File: src/rtl/ps2_host_tx.sv
`default_nettype none
// ============================================================================
// Module      : ps2_host_tx
// Description : PS/2 host-to-device transmitter. Sends one command byte to
//               the keyboard using the clock-inhibit / request-to-send
//               sequence. It shifts out 8 data bits LSB first, then odd
//               parity and stop, and finally checks the device acknowledge.
//               The pads are open-collector and are driven through
//               active-high pull-low enables.
// Ports       : clk, rst        - system clock, asynchronous active-high reset
//               din, wr         - command byte and one-cycle start strobe
//               busy, done, err - transfer status (err valid with done)
//               ps2clk_in       - asynchronous PS/2 clock pad level
//               ps2data_in      - asynchronous PS/2 data pad level
//               ps2clk_oe       - 1 = pull the PS/2 clock line low
//               ps2data_oe      - 1 = pull the PS/2 data line low
// Revision    : 1.0 - initial release
// ============================================================================
module ps2_host_tx #(
    parameter int INHIBIT_CYCLES = 3360,
    parameter int TIMEOUT_CYCLES = 560000,
    parameter int FILTER_LEN     = 8
) (
    input  logic       clk,
    input  logic       rst,
    input  logic [7:0] din,
    input  logic       wr,
    output logic       busy,
    output logic       done,
    output logic       err,
    input  logic       ps2clk_in,
    input  logic       ps2data_in,
    output logic       ps2clk_oe,
    output logic       ps2data_oe
);

    localparam int c_INH_W  = $clog2(INHIBIT_CYCLES + 1);
    localparam int c_TMO_W  = $clog2(TIMEOUT_CYCLES + 1);
    localparam int c_FILT_W = $clog2(FILTER_LEN + 1);

    localparam logic [c_INH_W-1:0]  c_INH_LAST  = c_INH_W'(INHIBIT_CYCLES - 1);
    localparam logic [c_INH_W-1:0]  c_INH_PEN   = c_INH_W'(INHIBIT_CYCLES - 2);
    localparam logic [c_TMO_W-1:0]  c_TMO_LAST  = c_TMO_W'(TIMEOUT_CYCLES - 1);
    localparam logic [c_FILT_W-1:0] c_FILT_LAST = c_FILT_W'(FILTER_LEN - 1);

    localparam logic [2:0] c_S_IDLE     = 3'd0;
    localparam logic [2:0] c_S_INHIBIT  = 3'd1;
    localparam logic [2:0] c_S_XFER     = 3'd2;
    localparam logic [2:0] c_S_WAITIDLE = 3'd3;
    localparam logic [2:0] c_S_FINISH   = 3'd4;

    // Pad synchronizers, clock glitch filter and falling-edge detect
    logic                r_clk_s1, r_clk_s2;
    logic                r_dat_s1, r_dat_s2;
    logic                r_clk_filt, r_clk_filt_d;
    logic [c_FILT_W-1:0] r_filt_cnt;
    logic                r_fall;

    // Transmit state
    logic [2:0]         r_state;
    logic [9:0]         r_shift;
    logic [3:0]         r_nbit;
    logic [c_INH_W-1:0] r_icnt;
    logic [c_TMO_W-1:0] r_tmo;
    logic               r_busy, r_done, r_err;
    logic               r_clk_oe, r_dat_oe;

    // The filtered level only flips after FILTER_LEN consecutive
    // synchronized samples disagree with it; any agreeing sample restarts
    // the count.
    always_ff @(posedge clk or posedge rst) begin
        if (rst) begin
            r_clk_s1     <= 1'b1;
            r_clk_s2     <= 1'b1;
            r_dat_s1     <= 1'b1;
            r_dat_s2     <= 1'b1;
            r_clk_filt   <= 1'b1;
            r_clk_filt_d <= 1'b1;
            r_filt_cnt   <= '0;
            r_fall       <= 1'b0;
        end else begin
            r_clk_s1 <= ps2clk_in;
            r_clk_s2 <= r_clk_s1;
            r_dat_s1 <= ps2data_in;
            r_dat_s2 <= r_dat_s1;
            if (r_clk_s2 == r_clk_filt) begin
                r_filt_cnt <= '0;
            end else if (r_filt_cnt == c_FILT_LAST) begin
                r_clk_filt <= r_clk_s2;
                r_filt_cnt <= '0;
            end else begin
                r_filt_cnt <= r_filt_cnt + 1'b1;
            end
            r_clk_filt_d <= r_clk_filt;
            r_fall       <= r_clk_filt_d & ~r_clk_filt;
        end
    end

    always_ff @(posedge clk or posedge rst) begin
        if (rst) begin
            r_state  <= c_S_IDLE;
            r_shift  <= '0;
            r_nbit   <= '0;
            r_icnt   <= '0;
            r_tmo    <= '0;
            r_busy   <= 1'b0;
            r_done   <= 1'b0;
            r_err    <= 1'b0;
            r_clk_oe <= 1'b0;
            r_dat_oe <= 1'b0;
        end else begin
            case (r_state)
                // FINISH holds done for its single cycle. busy is already low
                // there, so a new wr is accepted exactly as in IDLE.
                c_S_IDLE, c_S_FINISH: begin
                    r_done   <= 1'b0;
                    r_dat_oe <= 1'b0;
                    r_clk_oe <= 1'b0;
                    if (wr) begin
                        r_shift  <= {1'b1, ~^din, din};
                        r_err    <= 1'b0;
                        r_busy   <= 1'b1;
                        r_clk_oe <= 1'b1;
                        r_icnt   <= '0;
                        r_state  <= c_S_INHIBIT;
                    end else begin
                        r_state <= c_S_IDLE;
                    end
                end

                c_S_INHIBIT: begin
                    if (r_icnt == c_INH_LAST) begin
                        r_clk_oe <= 1'b0;
                        r_tmo    <= '0;
                        r_nbit   <= '0;
                        r_state  <= c_S_XFER;
                    end else begin
                        r_icnt <= r_icnt + 1'b1;
                        // Registered output: set one count early so the start
                        // bit is on the line during the last inhibit cycle.
                        if (r_icnt == c_INH_PEN) begin
                            r_dat_oe <= 1'b1;
                        end
                    end
                end

                c_S_XFER: begin
                    if (r_tmo == c_TMO_LAST) begin
                        r_err    <= 1'b1;
                        r_dat_oe <= 1'b0;
                        r_busy   <= 1'b0;
                        r_done   <= 1'b1;
                        r_state  <= c_S_FINISH;
                    end else begin
                        r_tmo <= r_tmo + 1'b1;
                        if (r_fall) begin
                            if (r_nbit == 4'd10) begin
                                // Eleventh edge: the device acknowledges by
                                // holding data low.
                                if (!r_dat_s2) begin
                                    r_state <= c_S_WAITIDLE;
                                end else begin
                                    r_err   <= 1'b1;
                                    r_busy  <= 1'b0;
                                    r_done  <= 1'b1;
                                    r_state <= c_S_FINISH;
                                end
                            end else begin
                                r_dat_oe <= ~r_shift[0];
                                r_shift  <= {1'b0, r_shift[9:1]};
                                r_nbit   <= r_nbit + 1'b1;
                            end
                        end
                    end
                end

                c_S_WAITIDLE: begin
                    r_dat_oe <= 1'b0;
                    if (r_tmo == c_TMO_LAST) begin
                        r_err   <= 1'b1;
                        r_busy  <= 1'b0;
                        r_done  <= 1'b1;
                        r_state <= c_S_FINISH;
                    end else begin
                        r_tmo <= r_tmo + 1'b1;
                        if (r_clk_filt && r_dat_s2) begin
                            r_busy  <= 1'b0;
                            r_done  <= 1'b1;
                            r_state <= c_S_FINISH;
                        end
                    end
                end

                default: begin
                    r_busy   <= 1'b0;
                    r_done   <= 1'b0;
                    r_clk_oe <= 1'b0;
                    r_dat_oe <= 1'b0;
                    r_state  <= c_S_IDLE;
                end
            endcase
        end
    end

    assign busy       = r_busy;
    assign done       = r_done;
    assign err        = r_err;
    assign ps2clk_oe  = r_clk_oe;
    assign ps2data_oe = r_dat_oe;

endmodule
`default_nettype wire

File: config.mk
export PLATFORM = sky130hd
export DESIGN_NAME = ps2_host_tx
export DESIGN_NICKNAME = d
export VERILOG_FILES = /design/src/rtl/ps2_host_tx.sv
export SDC_FILE = /design/constraint.sdc
export NUM_CORES = 1
export LEC_CHECK = 0
export BUFFER_PORTS_ARGS = -buffer_cell sky130_fd_sc_hd__buf_2
export CAP_MARGIN = 10
export CORE_ASPECT_RATIO = 1.1
export CORE_MARGIN = 2
export CORE_UTILIZATION = 61
export DETAILED_ROUTE_END_ITERATION = 8
export GPL_TIMING_DRIVEN = 0
export PLACE_DENSITY_LB_ADDON = 0.05
export SLEW_MARGIN = 25
export SYNTH_ARGS = -nofsm -noshare
export SYNTH_HDL_FRONTEND = slang
export SYNTH_SLANG_ARGS = --single-unit
export TNS_END_PERCENT = 50
File: constraint.sdc
create_clock -name clk -period 2.4 [get_ports clk]
set_input_delay 0 -clock clk [delete_from_list [all_inputs] [get_ports clk]]
set_output_delay 0 -clock clk [all_outputs]
set_load 0.01 [all_outputs]
Yosys cells after proc, flatten, opt, wreduce, memory -nomap -nowiden
Index checks and enable logic that the tools add are counted.

Input port bits: 13. Logic and storage cells: 127. Flip-flop bits (word level): 65. Output and inout port bits: 5.

Equal/unequal tests: 24. Muxes and demuxes: 54. Add/sub/neg operators: 4. Bitwise operators: 6. Reduce and logical (&&, ||, !) cells: 21.

Operators by type and width (number): two-way mux 10 bit (4); two-way mux 20 bit (2); one-hot mux 20 bit (2 select lines) (1); equality test 12 bit, second input constant (2); two-way mux 12 bit (2); two-way mux 4 bit (6); one-hot mux 12 bit (2 select lines) (1); two-way mux 1 bit (23); two-way mux 3 bit (7); adder 20 x 1 -> 20 bit, second input constant (1); equality test 20 bit, second input constant (1); one-hot mux 10 bit (2 select lines) (1); != test 2 bit, second input constant (9); != test 3 bit, second input constant (5); AND reduction 5 bit (3); adder 12 x 1 -> 12 bit, second input constant (1); one-hot mux 3 bit (4 select lines) (1); AND reduction 6 bit (2); one-hot mux 1 bit (3 select lines) (3); adder 4 x 1 -> 4 bit, second input constant (2); one-hot mux 4 bit (2 select lines) (1); AND reduction 4 bit (2); nonzero test 2 bit (4); XNOR reduction 8 bit (1); other kinds (16) (24).

Longest topological paths before layout
Depth in word-level cells: 5. Depth in mapped cells: 8. Depth with buffers taken out: 7.

Worst setup path after synthesis
Ideal clock, no wire load.

Path type: reg2reg. From: register r_tmo[0]. To: register r_shift[0]. Path slack: 625 ps. Arrival time: 1652 ps. Cell stages (with the launch flop): 8. Clock period less this slack: 1775 ps. Cells stage by stage: dfrtp_1 > ha_1 > nand3_1 > or2_1 > buf_6 > nor2_2 > or4_1 > o221a_2.

Longest elaborated chain between the ends: 3.

Ends and longest elaborated chain: from (decl) (RTL line 64) `logic [c_TMO_W-1:0] r_tmo;`; from (signal assigned) (RTL line 155) `r_tmo <= r_tmo + 1'b1;`; from (signal assigned) (RTL line 185) `r_tmo <= r_tmo + 1'b1;`; equality test 20 bit (RTL line 148) `if (r_tmo == c_TMO_LAST) begin`; != test 2 bit (no line); AND reduction 5 bit (no line); to (signal assigned) (RTL line 120) `r_shift <= {1'b1, ~^din, din};`; to (signal assigned) (RTL line 170) `r_shift <= {1'b0, r_shift[9:1]};`; to (decl) (RTL line 61) `logic [9:0] r_shift;`.

No other way between the ends. A chain may end at the register's enable or synchronous reset.

Worst setup path in the final report
From: register r_icnt[0]. To: register r_tmo[5].

Longest elaborated chain between the ends: 3.

Ends and longest elaborated chain: from (decl) (RTL line 63) `logic [c_INH_W-1:0] r_icnt;`; from (signal assigned) (RTL line 138) `r_icnt <= r_icnt + 1'b1;`; equality test 12 bit (RTL line 132) `if (r_icnt == c_INH_LAST) begin`; != test 2 bit (no line); AND reduction 3 bit (no line).

No other way between the ends.

==> results.md <==
* DRT iter0 DRCs at approximately 230
* Maximum Capacitance Violations at 0
* Initial Util at 63.28%
* CP Buf/Inv Count at 1
* Synth area leader: dfrtp_1
* Number of synthesized flops with an enable pin at 0
* Via count at around 2600
* Gpl congestion at around 0.83
* Worst-Margin Slew at roughly 0.68 ns
* DIE HEIGHT at between 80 and 90 µm
* Mean routed wirelength per cell at about 15 µm
* Slowest stage delay, CP at 0.46 ns
* Routed Antenna Nets at 0
* Hold Fails Final Rpt at 0
* Setup Slack @ Placement at between 0.2 and 0.25 ns
* Port Buffer Count at 17
* Netlist Area Pre-Place at approximately 3400 µm²
* Ant. Diodes at 0
* Layout Skew at ~0.013 ns
* Setup Viol. Count Final at 0
* Maximum root-to-sink buffer count at 2
* Peak VDD IR at 0.4949 mV
* Most frequent cells after synthesis: 59 x dfrtp_1, 32 x nor2_1, 28 x nand2_1
* Critical path arrival at 2.43 ns
* Share of cells above drive strength 1 at 17.72%
* PwrDens at about 620 nW/µm²
* Crit share post-route at 92.56%
* Crit path max fanout at 10
* Sequential element share of the synthesized area at between 40% and 50%
* H-tree depth reported by CTS at 3
* Ports at 18
* Clk Latency, worst-skew pair at about 0.34 ns
* Post-DP HPWL at approximately 4.7 mm
* CTS tree: yes
* Global-route wire length before repair at 11.70 mm
* Sum Neg Setup Slack at 0 ns
* Synth cell types at 62
* Top-count cell post-synth: dfrtp_1
* CTS sink count at between 60 and 70
* Max Fclk at approximately 450 MHz
* Min Hold Slack at 0.1407 ns
* # DRC at 0
* CP startpoint kind: flop
* Pleak at around 1.8 nW
* Largest net degree at the start of global routing at 48
* Max Slew Vio Count at 0
* Cell Rows at 28
* Leading post-synthesis cells by cell area: dfrtp_1 44%, dfstp_2 4.6%, xor2_1 4.4%, nand3_1 3.8%, nor2_1 3.5%
* Min Tclk post-route at around 2.2 ns
* Critical path, cell by cell: ha_1, and3_1, nand4_1, clkbuf_1, o311ai_0, o41ai_1
* Async set-reset flop share out of synthesis at between 90% and 100%
* DR pass1 iterations at 4
* Non-filler instance count after layout at about 450
* Worst setup slack after layout at ~0.18 ns
* Clk root buf: clkbuf_8
* Critical path type: flop to flop
* Yosys reg bits at 65
* Vias in the first global route at around 2500
* Core region area at around 5400 µm²
* Total power at roughly 2.5 mW
* Worst EP required at between 2 and 3 ns
* Placed cells at about 430
* Finished Core Util at between 70% and 80%
* Die area at between 6000 and 7000 µm²
* HP Class: input port to async pin
* Yosys Warn Count at 0
* Synth Instances at approximately 330
* GR Overflow Total at 0
* Overall Global Routing Usage at between 20% and 30%
* Avg Vias per Cell at ~5.7
* Design Area, Final at 3944 µm²
* Final wirelength at approximately 7 mm
* CP top delay family: simple AND/OR/NAND/NOR gates
* Mean Syn Cell Area at around 10 µm²
* Placed inst area at 3601 µm²
* Total CTS buffers at 9
* Share of the synthesized area in the top cell type at 43.53%
* Die width at ~75 µm
* Slowest CP cell: clkbuf_1
* Worst-path clk slew at 0.08 ns
* Element type at the critical path end: flop
* Ys flop type: dfrtp_1
* Synthesis-to-finish area growth at 16.27%
* Initial antenna violation count at 0
* NumNets Final at 392
* Run status: finished, final reports clean
* RSZ-0062 raised after global routing: yes
* Syn_nets at about 350
* Slew headroom at between 50 and 60%
[flip-flops by register name, indices dropped and copies added (netlist names), 3 cells and up]
signal	cells
r_icnt	12
r_state	3
r_filt_cnt	4
r_tmo	20
r_shift	10
r_nbit	4
[cells in the final DEF (no fill, tap or decap), types with 3 or more instances in the layout]
master,count
o21ai_0,12
nor4_1,3
nor2_1,32
or4_1,11
o211ai_1,5
inv_1,9
nand4_1,6
clkbuf_1,6
and3_1,7
buf_4,3
nand2b_1,5
nand3_1,26
dfrtp_1,59
xor2_1,17
nor3_1,4
o221a_2,7
a21oi_1,12
and2_1,3
ha_1,6
buf_2,21
xnor2_1,12
nand2_1,28
clkbuf_8,12
dlygate4sd3_1,11
dfstp_2,6
[final timing paths]
kind | end | from | cells after the start | slack (ns)
max reg2reg | r_tmo[5] | r_icnt[0] | 6 | 0.18
min reg2reg | r_dat_s2 | r_dat_s1 | 0 | 0.36
max | r_tmo[5] | r_icnt[0] | 6 | 0.18
min in group clk | err | wr | 4 | 0.20
max in group asynchronous | r_clk_filt_d | rst | 4 | 1.70
min | r_icnt[3] | rst | 3 | 0.14
[cell families after synthesis]
group | share of synthesized area [%]
AND/OR/NAND/NOR | 26.12
flip-flops | 48.17
adder cells (fa/ha/maj) | 2.213
multiplexers | 0.9222
XOR/XNOR | 7.488
buffers and inverters | 3.135
AO/OA/AOI/OAI | 11.95
[metal layers]
layer	vias to the layer above	track usage, %	routed length [µm]
li1	1298	-	-
met1	1234	35.58	3336
met2	54	38.60	3248
met3	10	3.883	277
met4	0	10.18	105
met5	-	0	0
[tightest hold or removal path, cell delays in order]
cell	delay, ns
dlygate4sd3_1	0.53
buf_2	0.13
inv_4	0.20
[area by class of cell]
type | instances | area (µm²)
clock inverter | 2 | 60.06
fill | 380 | 1416
sequential | 65 | 1634
inverter | 10 | 40.04
tap | 75 | 93.84
multi-input combinational | 246 | 1652
buffer | 12 | 68.82
timing repair buffer | 29 | 222.7
clock buffer | 14 | 172.7
[timing repair]
| item | in CTS | in global routing |
|---|---|---|
| hold endpoints to repair | 73 | 0 |
| hold buffers | 11 | 0 |
| setup endpoints to repair | 0 | 1 |
| resized for setup | 0 | 0 |
| setup buffers | 0 | 0 |
[power breakdown]
group / internal (mW) / total [mW] / switching (mW)
combinational: 0.0878 / 0.185 / 0.0969
sequential: 1.15 / 1.20 / 0.0469
clock: 0.672 / 1.07 / 0.402
Note: power is estimated with default switching activity, not from simulation.
